`src/rtl/regfile_param_if.sv`:
```
// Register-file bus: control, write port and NRD flattened read ports.
// The master drives requests. The slave (regfile_param) returns read data and status.
interface regfile_param_if #(
  parameter int DATA_W = 16,
  parameter int ADDR_W = 3,
  parameter int NRD    = 2
);
  logic                     clr;
  logic                     we;
  logic [ADDR_W-1:0]        waddr;
  logic [DATA_W-1:0]        wdata;
  logic [NRD*ADDR_W-1:0]    raddr;
  logic [NRD*DATA_W-1:0]    rdata;
  logic                     ready;
  logic [ADDR_W-1:0]        busy_idx;
  logic                     wr_drop;

  modport master (
    output clr, we, waddr, wdata, raddr,
    input  rdata, ready, busy_idx, wr_drop
  );

  modport slave (
    input  clr, we, waddr, wdata, raddr,
    output rdata, ready, busy_idx, wr_drop
  );
endinterface

```
`src/rtl/regfile_param.sv`:
```
// Parametrised register file with one write port, NRD async read ports, and a clear sweep.
// REGFILE_BYPASS_EN adds same-cycle write-to-read forwarding.
module regfile_param_rdport #(
  parameter int DATA_W = 16,
  parameter int ADDR_W = 3,
  parameter int DEPTH  = 8
) (
  input  logic [DEPTH-1:0][DATA_W-1:0] mem_i,
  input  logic [ADDR_W-1:0]            raddr_i,
  input  logic                         en_i,
  input  logic                         fwd_i,
  input  logic [ADDR_W-1:0]            waddr_i,
  input  logic [DATA_W-1:0]            wdata_i,
  output logic [DATA_W-1:0]            rdata_o
);
  always_comb begin
    rdata_o = '0;
    if (en_i) begin
      if (fwd_i && (raddr_i == waddr_i)) rdata_o = wdata_i;
      else                               rdata_o = mem_i[raddr_i];
    end
  end
endmodule

module regfile_param #(
  parameter int DATA_W = 16,
  parameter int ADDR_W = 3,
  parameter int NRD    = 2
) (
  input logic            clk,
  input logic            rst,
  regfile_param_if.slave bus
);
  localparam int DEPTH = 2**ADDR_W;
  localparam logic [ADDR_W-1:0] LAST = ADDR_W'(DEPTH-1);

  typedef enum logic {S_CLEAR, S_READY} state_e;

  state_e                        state_q, state_d;
  logic [ADDR_W-1:0]             idx_q, idx_d;
  logic                          drop_q, drop_d;
  logic [DEPTH-1:0][DATA_W-1:0]  mem_q;

  logic                          mem_we;
  logic [ADDR_W-1:0]             mem_waddr;
  logic [DATA_W-1:0]             mem_wdata;
  logic                          rd_en;
  logic                          fwd;
  logic [NRD-1:0][DATA_W-1:0]    rd_w;

  always_comb begin
    state_d   = state_q;
    idx_d     = idx_q;
    drop_d    = 1'b0;
    mem_we    = 1'b0;
    mem_waddr = bus.waddr;
    mem_wdata = bus.wdata;
    unique case (state_q)
      S_CLEAR: begin
        drop_d = bus.we;
        if (bus.clr) begin
          idx_d = '0;
        end else begin
          mem_we    = 1'b1;
          mem_waddr = idx_q;
          mem_wdata = '0;
          idx_d     = idx_q + 1'b1;
          if (idx_q == LAST) begin
            state_d = S_READY;
            idx_d   = '0;
          end
        end
      end
      S_READY: begin
        if (bus.clr) begin
          state_d = S_CLEAR;
          idx_d   = '0;
          drop_d  = bus.we;
        end else begin
          mem_we = bus.we;
        end
      end
      default: state_d = S_CLEAR;
    endcase
  end

  always_ff @(posedge clk) begin
    if (rst) begin
      state_q <= S_CLEAR;
      idx_q   <= '0;
      drop_q  <= 1'b0;
    end else begin
      state_q <= state_d;
      idx_q   <= idx_d;
      drop_q  <= drop_d;
    end
  end

  // Storage has no reset; only the sweep zeroes it, and reads are masked until then.
  always_ff @(posedge clk) begin
    if (!rst && mem_we) mem_q[mem_waddr] <= mem_wdata;
  end

  assign rd_en = (state_q == S_READY);

`ifdef REGFILE_BYPASS_EN
  assign fwd = rd_en && bus.we && !bus.clr;
`else
  assign fwd = 1'b0;
`endif

  for (genvar k = 0; k < NRD; k++) begin : g_rd
    regfile_param_rdport #(
      .DATA_W (DATA_W),
      .ADDR_W (ADDR_W),
      .DEPTH  (DEPTH)
    ) u_rd (
      .mem_i   (mem_q),
      .raddr_i (bus.raddr[k*ADDR_W +: ADDR_W]),
      .en_i    (rd_en),
      .fwd_i   (fwd),
      .waddr_i (bus.waddr),
      .wdata_i (bus.wdata),
      .rdata_o (rd_w[k])
    );
  end

  assign bus.rdata    = rd_w;
  assign bus.ready    = rd_en;
  assign bus.busy_idx = idx_q;
  assign bus.wr_drop  = drop_q;
endmodule

```
`src/flat_wrapper.sv`:
```
// flat-port wrapper written by rule: the top's interface ports become plain ports
module regfile_param_flat 
#(
  parameter int DATA_W = 16,
  parameter int ADDR_W = 3,
  parameter int NRD    = 2
)
  (clk, rst, bus_clr, bus_we, bus_waddr, bus_wdata, bus_raddr, bus_rdata, bus_ready, bus_busy_idx, bus_wr_drop);
  regfile_param_if #(.DATA_W(DATA_W), .ADDR_W(ADDR_W), .NRD(NRD)) bus_i ();
  input logic clk;
  input logic rst;
  input wire logic [$bits(bus_i.clr)-1:0] bus_clr;
  input wire logic [$bits(bus_i.we)-1:0] bus_we;
  input wire logic [$bits(bus_i.waddr)-1:0] bus_waddr;
  input wire logic [$bits(bus_i.wdata)-1:0] bus_wdata;
  input wire logic [$bits(bus_i.raddr)-1:0] bus_raddr;
  output wire logic [$bits(bus_i.rdata)-1:0] bus_rdata;
  output wire logic [$bits(bus_i.ready)-1:0] bus_ready;
  output wire logic [$bits(bus_i.busy_idx)-1:0] bus_busy_idx;
  output wire logic [$bits(bus_i.wr_drop)-1:0] bus_wr_drop;
  assign bus_i.clr = bus_clr;
  assign bus_i.we = bus_we;
  assign bus_i.waddr = bus_waddr;
  assign bus_i.wdata = bus_wdata;
  assign bus_i.raddr = bus_raddr;
  assign bus_rdata = bus_i.rdata;
  assign bus_ready = bus_i.ready;
  assign bus_busy_idx = bus_i.busy_idx;
  assign bus_wr_drop = bus_i.wr_drop;
  regfile_param #(.DATA_W(DATA_W), .ADDR_W(ADDR_W), .NRD(NRD)) u_core (.clk(clk), .rst(rst), .bus(bus_i));
endmodule
```
`config.mk`:
```
export PLATFORM = sky130hd
export DESIGN_NAME = regfile_param_flat
export DESIGN_NICKNAME = d
export VERILOG_FILES = /design/src/rtl/regfile_param_if.sv /design/src/rtl/regfile_param.sv /design/src/flat_wrapper.sv
export SDC_FILE = /design/constraint.sdc
export NUM_CORES = 1
export LEC_CHECK = 0
export BUFFER_PORTS_ARGS = -buffer_cell sky130_fd_sc_hd__buf_2
export CAP_MARGIN = 20
export CORE_MARGIN = 10
export CORE_UTILIZATION = 60
export DETAILED_ROUTE_END_ITERATION = 8
export PLACE_DENSITY_LB_ADDON = 0.3
export REMOVE_ABC_BUFFERS = 1
export SLEW_MARGIN = 20
export SYNTH_ARGS = -nofsm -noshare
export SYNTH_HDL_FRONTEND = slang
export SYNTH_SLANG_ARGS = --single-unit
```
`constraint.sdc`:
```
create_clock -name clk -period 3.3 [get_ports clk]
set_clock_uncertainty 0.1 [all_clocks]
set_input_delay 0.165 -clock clk [delete_from_list [all_inputs] [get_ports clk]]
set_output_delay 0.165 -clock clk [all_outputs]
set_load 0.01 [all_outputs]
```
==> results of run 1 <==
==> routing by layer <==
layer / global-route usage [%] / vias to the layer above / routed length (µm)
li1: - / 1824 / -
met1: 23.8 / 2096 / 6030
met2: 34.8 / 205 / 8290
met3: 5.75 / 37 / 1280
met4: 9.69 / 0 / 391
met5: 0 / - / 0
==> path summary, 6_finish.rpt <==
kind,slack (ns),depth (start not counted),to,from
worst max register to register,1.15,4,u_core.mem_q[6]$_DFFE_PP_,u_core.bus.ready$_SDFF_PP0_
worst min-delay path,0.03,2,u_core.mem_q[99]$_DFFE_PP_,bus_wdata[3]
worst min register to register,0.52,2,u_core.bus.busy_idx[2]$_SDFFE_PP0P_,u_core.bus.busy_idx[2]$_SDFFE_PP0P_
worst max-delay path,0.68,4,bus_rdata[19],u_core.bus.ready$_SDFF_PP0_
==> per-stage QoR <==
step	utilization, %	instances
after floorplan	-	384
after global placement	65.3	607
after detailed placement	65.3	607
after CTS	71.4	644
after global routing	71.4	644
final	71.4	644
==> state kept, by name, summed over array words and instances, names as in the netlist <==
register	flops
u_core.bus.busy_idx	3
u_core.bus.wr_drop	1
u_core.bus.ready	1
u_core.mem_q	128
==> cell type report <==
type | count | area (µm²)
fillers | 707 | 3100
clock inverters | 9 | 150
repair buffers | 88 | 536
multi-input cells | 217 | 2350
inverters | 34 | 128
clock buffers | 23 | 457
well taps | 140 | 175
flip-flops and latches | 133 | 3940
==> cell usage after synthesis, types with 5 or more instances <==
cell type    n
mux2_2      32
dfxtp_1      5
nor2_1      10
o21ai_0     34
mux4_2      22
inv_1       34
clkbuf_1     7
buf_2        7
buf_4        8
edfxtp_1   128
a221oi_1    14
mux4_1      10
mux2i_1     33
a221oi_2    18
and2_1      16
==> logic make-up after synthesis <==
kind of cell,after synthesis
flops,133
buf+inv,64
simple gates,45
fa+ha+maj,2
mux,97
compound gates,73
==> where the power goes <==
group | internal, W | switching [W] | leakage, nW
logic | 0.000106 | 0.000155 | 1.45
registers | 0.00187 | 0.0000102 | 1.22
clock network | 0.00126 | 0.000656 | 0.292
total | 0.00324 | 0.000821 | 2.96
==> flow_summary_export.csv, run 1 <==
group,metric,value,unit
drt,dr_total_vias,4162,
yosys,synth_edf_count,128,
grt,first_global_vias,4557,
timing,period_share,79.5,%
drt,wl_per_cell,24.8,µm
placed_design,post-place-ws,1.19,ns
timing,setup_violations,0,
critical_path,worstPathMaxFanout,32,
cts,cts_resized,0,
placed_design,hpwlAfterDp,10.0,mm
power_and_ir_drop,ir_worst_vdd,0.330,mV
timing,hold_ws,0.0278,ns
cts,h-tree-depth,4,
timing,layout_setup_ws,0.677,ns
yosys,synthArstFlopShare,0,%
cts,cts.sinks,133,
placed_design,gp_congestion,0.777,
floorplanning,die_area,0.0157,mm²
critical_path,path_class,"flop to output port",
floorplanning,rows,38,
min_path,hold_path.class,"input port to flop",
cts,cts_root_buf,"clkbuf_8",
power_and_ir_drop,power.total,0.00406,W
drt,drt_iter0_markers,342,
critical_path,path_cells,"buf_4 > o21ai_0 > a221oi_1 > buf_2",
yosys,yosys.area.top_type_share,57.9,%
yosys,avgSynthCellArea,16.0,µm²
timing,hold_viol_final,0,
yosys,synth_top_family_by_area,"multiplexers",
finish,antenna_cells,0,
drt,wl,16.0,mm
yosys,synth-seq-area-share,59.4,%
timing,max_freq,381,MHz
timing,rsz0062_at_grt,"no",
grt,grt_max_degree,33,
critical_path,start_kind,"flop",
yosys,netlist_area,0.00664,mm²
yosys,synth-simple-area-share,4.07,%
floorplanning,start_util,61.2,%
critical_path,required,3.03,ns
finish,final_common_cell,"edfxtp_1",
finish,design_area,0.00774,mm²
yosys,synthCells,414,
critical_path,cp_num_buf_inv,2,
timing,fin_crit,2.62,ns
drt,firstDrtPassIters,5,
floorplanning,core,0.0108,mm²
timing,drv_slew,0,
cts,path_clk_slew,0.06,ns
finish,area_growth,16.6,%
critical_path,crit_slowest_cell,"dfxtp_1",
grt,grt_pass1_wl,25.1,mm
finish,num-nets-final,522,
finish,drive_above_1_share,37.1,%
yosys,synth_mux_area_share,21.8,%
drt,drc,0,
timing,tightest_slew,0.715,ns
power_and_ir_drop,leakage,2.96,nW
yosys,yosysTopAreaCell,"edfxtp_1",
cts,numCtsBuffers,17,
critical_path,arrival,2.36,ns
grt,antenna_found_initial,0,
yosys,yosys.area_share.xor_xnor,0,%
floorplanning,boundaryPins,66,
run_status,outcome,"complete, no violations",
yosys,synth_ff_type,"edfxtp_1",
timing,relSlewSlack,52.3,%
grt,grt_usage,20.6,%
flow_run,drv_cap,0,
grt,grt_overflow,0,
floorplanning,die_w,125,µm
critical_path,path_delay_family,"flip-flops",
yosys,synth_adder_area_share,0.377,%
yosys,synth.area.top_cells,"edfxtp_1 (58%), mux4_2 (7.5%), mux2_2 (5.4%), mux2i_1 (5.0%), a221oi_2 (4.1%)",
power_and_ir_drop,power_density,525,mW/mm²
yosys,ys_ff_latch,133,
yosys,ys_warn_count,0,
drt,vias_per_cell,6.46,
cts,cts_tree,"yes",
critical_path,endpoint_kind,"output port",
cts,postCtsSetupRepairBufs,0,
cts,cts-hold-fix-buffers,5,
finish,final_cell_mix,"edfxtp_1 (128), buf_2 (65), o21ai_0 (34), inv_1 (34), mux2i_1 (33)",
cts,clockBufferDepth,2,
cts,clk_latency,0.52,ns
placed_design,dpl_cell_area,0.00708,mm²
drt,postRouteAntennaNets,0,
placed_design,io_buffer_count,65,
yosys,synth_compound_area_share,9.12,%
critical_path,cp_slowest_stage_delay,0.66,ns
yosys,synth_cell_type_count,33,
timing,tns,0,ns
floorplanning,die_y,125,µm
No activity file was read; power rests on OpenSTA's default activity.
==> run 2, diff against run 1 <==
--- a/config.mk
+++ b/config.mk
@@ -8,7 +8,7 @@
 export BUFFER_PORTS_ARGS = -buffer_cell sky130_fd_sc_hd__buf_2
 export CAP_MARGIN = 20
 export CORE_MARGIN = 10
-export CORE_UTILIZATION = 60
+export CORE_UTILIZATION = 54
 export DETAILED_ROUTE_END_ITERATION = 8
 export PLACE_DENSITY_LB_ADDON = 0.3
 export REMOVE_ABC_BUFFERS = 1
==> constraint.sdc (replaced) <==
create_clock -name clk -period 2.1 [get_ports clk]
set_clock_uncertainty 0.1 [all_clocks]
set_input_delay 0.105 -clock clk [delete_from_list [all_inputs] [get_ports clk]]
set_output_delay 0.105 -clock clk [all_outputs]
set_load 0.01 [all_outputs]
==> run 2 against run 1 <==
  * Register-to-register slack worse by 0.87 ns
  * Non-clock buffer count up 5
  * Final area up 1.3%
  * Core utilization down 6.1 points
  * Global-route usage down 1.3 points
  * Critical endpoint is now bus_rdata[18]
==> flow_summary_export.csv, run 2 (same netlist as run 1, synthesis figures left out) <==
group,metric,value,unit
cts,cts.sinks,133,
critical_path,rrSetupSlack,0.28,ns
cts,postCtsSetupRepairBufs,0,
drt,wl,15.8,mm
power_and_ir_drop,p_clk_share,47.2,%
critical_path,endpoint_kind,"output port",
grt,first_global_vias,4371,
placed_design,io_buffer_count,65,
cts,cts_tree,"yes",
power_and_ir_drop,leakage,2.99,nW
timing,fin_crit,1.92,ns
drt,drc,0,
grt,grt_max_degree,49,
finish,largest_reg_flops,128,
finish,top_register,"u_core.mem_q",
placed_design,gp_congestion,0.775,
drt,postRouteAntennaNets,0,
finish,final_cell_mix,"edfxtp_1 (128), buf_2 (65), o21ai_0 (34), inv_1 (34), mux2i_1 (33)",
power_and_ir_drop,p_sw,0.00134,W
finish,final_cells,656,
drt,vias_per_cell,6.26,
timing,relSlewSlack,54.7,%
power_and_ir_drop,ir_worst_vdd,0.547,mV
finish,antenna_cells,0,
power_and_ir_drop,power.total,0.00643,W
grt,grt_pass1_wl,24.4,mm
finish,area_growth,18.2,%
floorplanning,boundaryPins,66,
cts,clockBufferDepth,2,
finish,num-nets-final,527,
power_and_ir_drop,p_sw_share,20.8,%
floorplanning,die_area,0.0171,mm²
critical_path,start_kind,"flop",
timing,max_freq,520,MHz
drt,dr_total_vias,4107,
run_status,outcome,"complete, no violations",
timing,period_share,91.6,%
flow_run,drv_cap,0,
drt,wl_per_cell,24.1,µm
critical_path,path_class,"flop to output port",
floorplanning,start_util,55.3,%
cts,numCtsBuffers,17,
cts,cts_root_buf,"clkbuf_16",
grt,grt_usage,19.3,%
critical_path,arrival,1.72,ns
floorplanning,rows,40,
floorplanning,die_w,131,µm
power_and_ir_drop,combPwrFrac,6.7,%
cts,clk_latency,0.40,ns
placed_design,place_inst,619,
timing,tightest_slew,0.678,ns
placed_design,hpwlAfterDp,9.76,mm
power_and_ir_drop,p_int,0.00509,W
critical_path,required,1.89,ns
floorplanning,core,0.0120,mm²
timing,rsz0062_at_grt,"no",
floorplanning,die_y,131,µm
finish,final_common_cell,"edfxtp_1",
power_and_ir_drop,seqPwrFrac,46.0,%
timing,setup_violations,0,
cts,h-tree-depth,4,
grt,antenna_found_initial,0,
grt,grt_overflow,0,
drt,drt_iter0_markers,443,
drt,firstDrtPassIters,5,
cts,path_clk_slew,0.06,ns
critical_path,worstPathMaxFanout,32,
finish,drive_above_1_share,37.9,%
timing,drv_slew,0,
timing,hold_viol_final,0,
min_path,hold_path.class,"input port to flop",
power_and_ir_drop,power_density,820,mW/mm²
## run 2: layer usage
metal | GRT usage [%] | wire length, µm
met3 | 5.84 | 1030
met2 | 32.4 | 8010
met1 | 23.3 | 6560
met5 | 0 | 0
met4 | 6.15 | 233
## run 2: power by group through the flow
stage	logic (W)	registers (W)	clock network [W]
6_report	0.000433	0.00296	0.00304
5_1_grt	0.000464	0.00296	0.00319
2_1_floorplan	0.000209	0.00301	0
3_3_place_gp	0.000412	0.00301	0
4_1_cts	0.000432	0.00296	0.00307
3_5_place_dp	0.000424	0.00301	0
## run 2: path summary, 6_finish.rpt
kind                                                           from                             endpoint  cells past startpoint
worst max-delay path                    u_core.bus.ready$_SDFF_PP0_                        bus_rdata[18]                      4
worst min-delay path                                  bus_wdata[11]           u_core.mem_q[75]$_DFFE_PP_                      2
worst max register to register          u_core.bus.ready$_SDFF_PP0_          u_core.mem_q[106]$_DFFE_PP_                      5
worst min register to register  u_core.bus.busy_idx[0]$_SDFFE_PP0P_  u_core.bus.busy_idx[0]$_SDFFE_PP0P_                      2
## run 2: layout make-up
type | count | area, µm²
Clock buffer | 17 | 425
Clock inverter | 15 | 188
Fill cell | 835 | 4170
Inverter | 34 | 128
Multi-Input combinational cell | 217 | 2350
Sequential cell | 133 | 3950
Tap cell | 147 | 184
Timing Repair Buffer | 93 | 618
## run 2: stage by stage
stage | hold slack [ns] | area [µm²] | setup slack, ns | util, % | TNS (ns)
after CTS | 0.0519 | 7830 | 0.0742 | 65.2 | 0
after global placement | 0.237 | 7170 | 0.339 | 59.7 | 0
after floorplan | 0.0811 | 6420 | -0.603 | - | -75.49
after detailed placement | 0.240 | 7170 | 0.270 | 59.7 | 0
after global routing | 0.0754 | 7840 | 0.103 | 65.3 | 0
final | 0.0706 | 7840 | 0.176 | 65.3 | 0
## run 2: repair_timing
item                       4_1_cts  5_1_grt
gates resized for setup          1        2
hold buffers                     5        0
setup endpoints to repair        2        3
hold endpoints to repair         5        0
## run 2: critical path, stage by stage, from the launching register on
cell and delay [ns]:
dfxtp_2 0.40, buf_8 0.24, o21ai_0 0.14, a221oi_1 0.32
buf_2 0.21
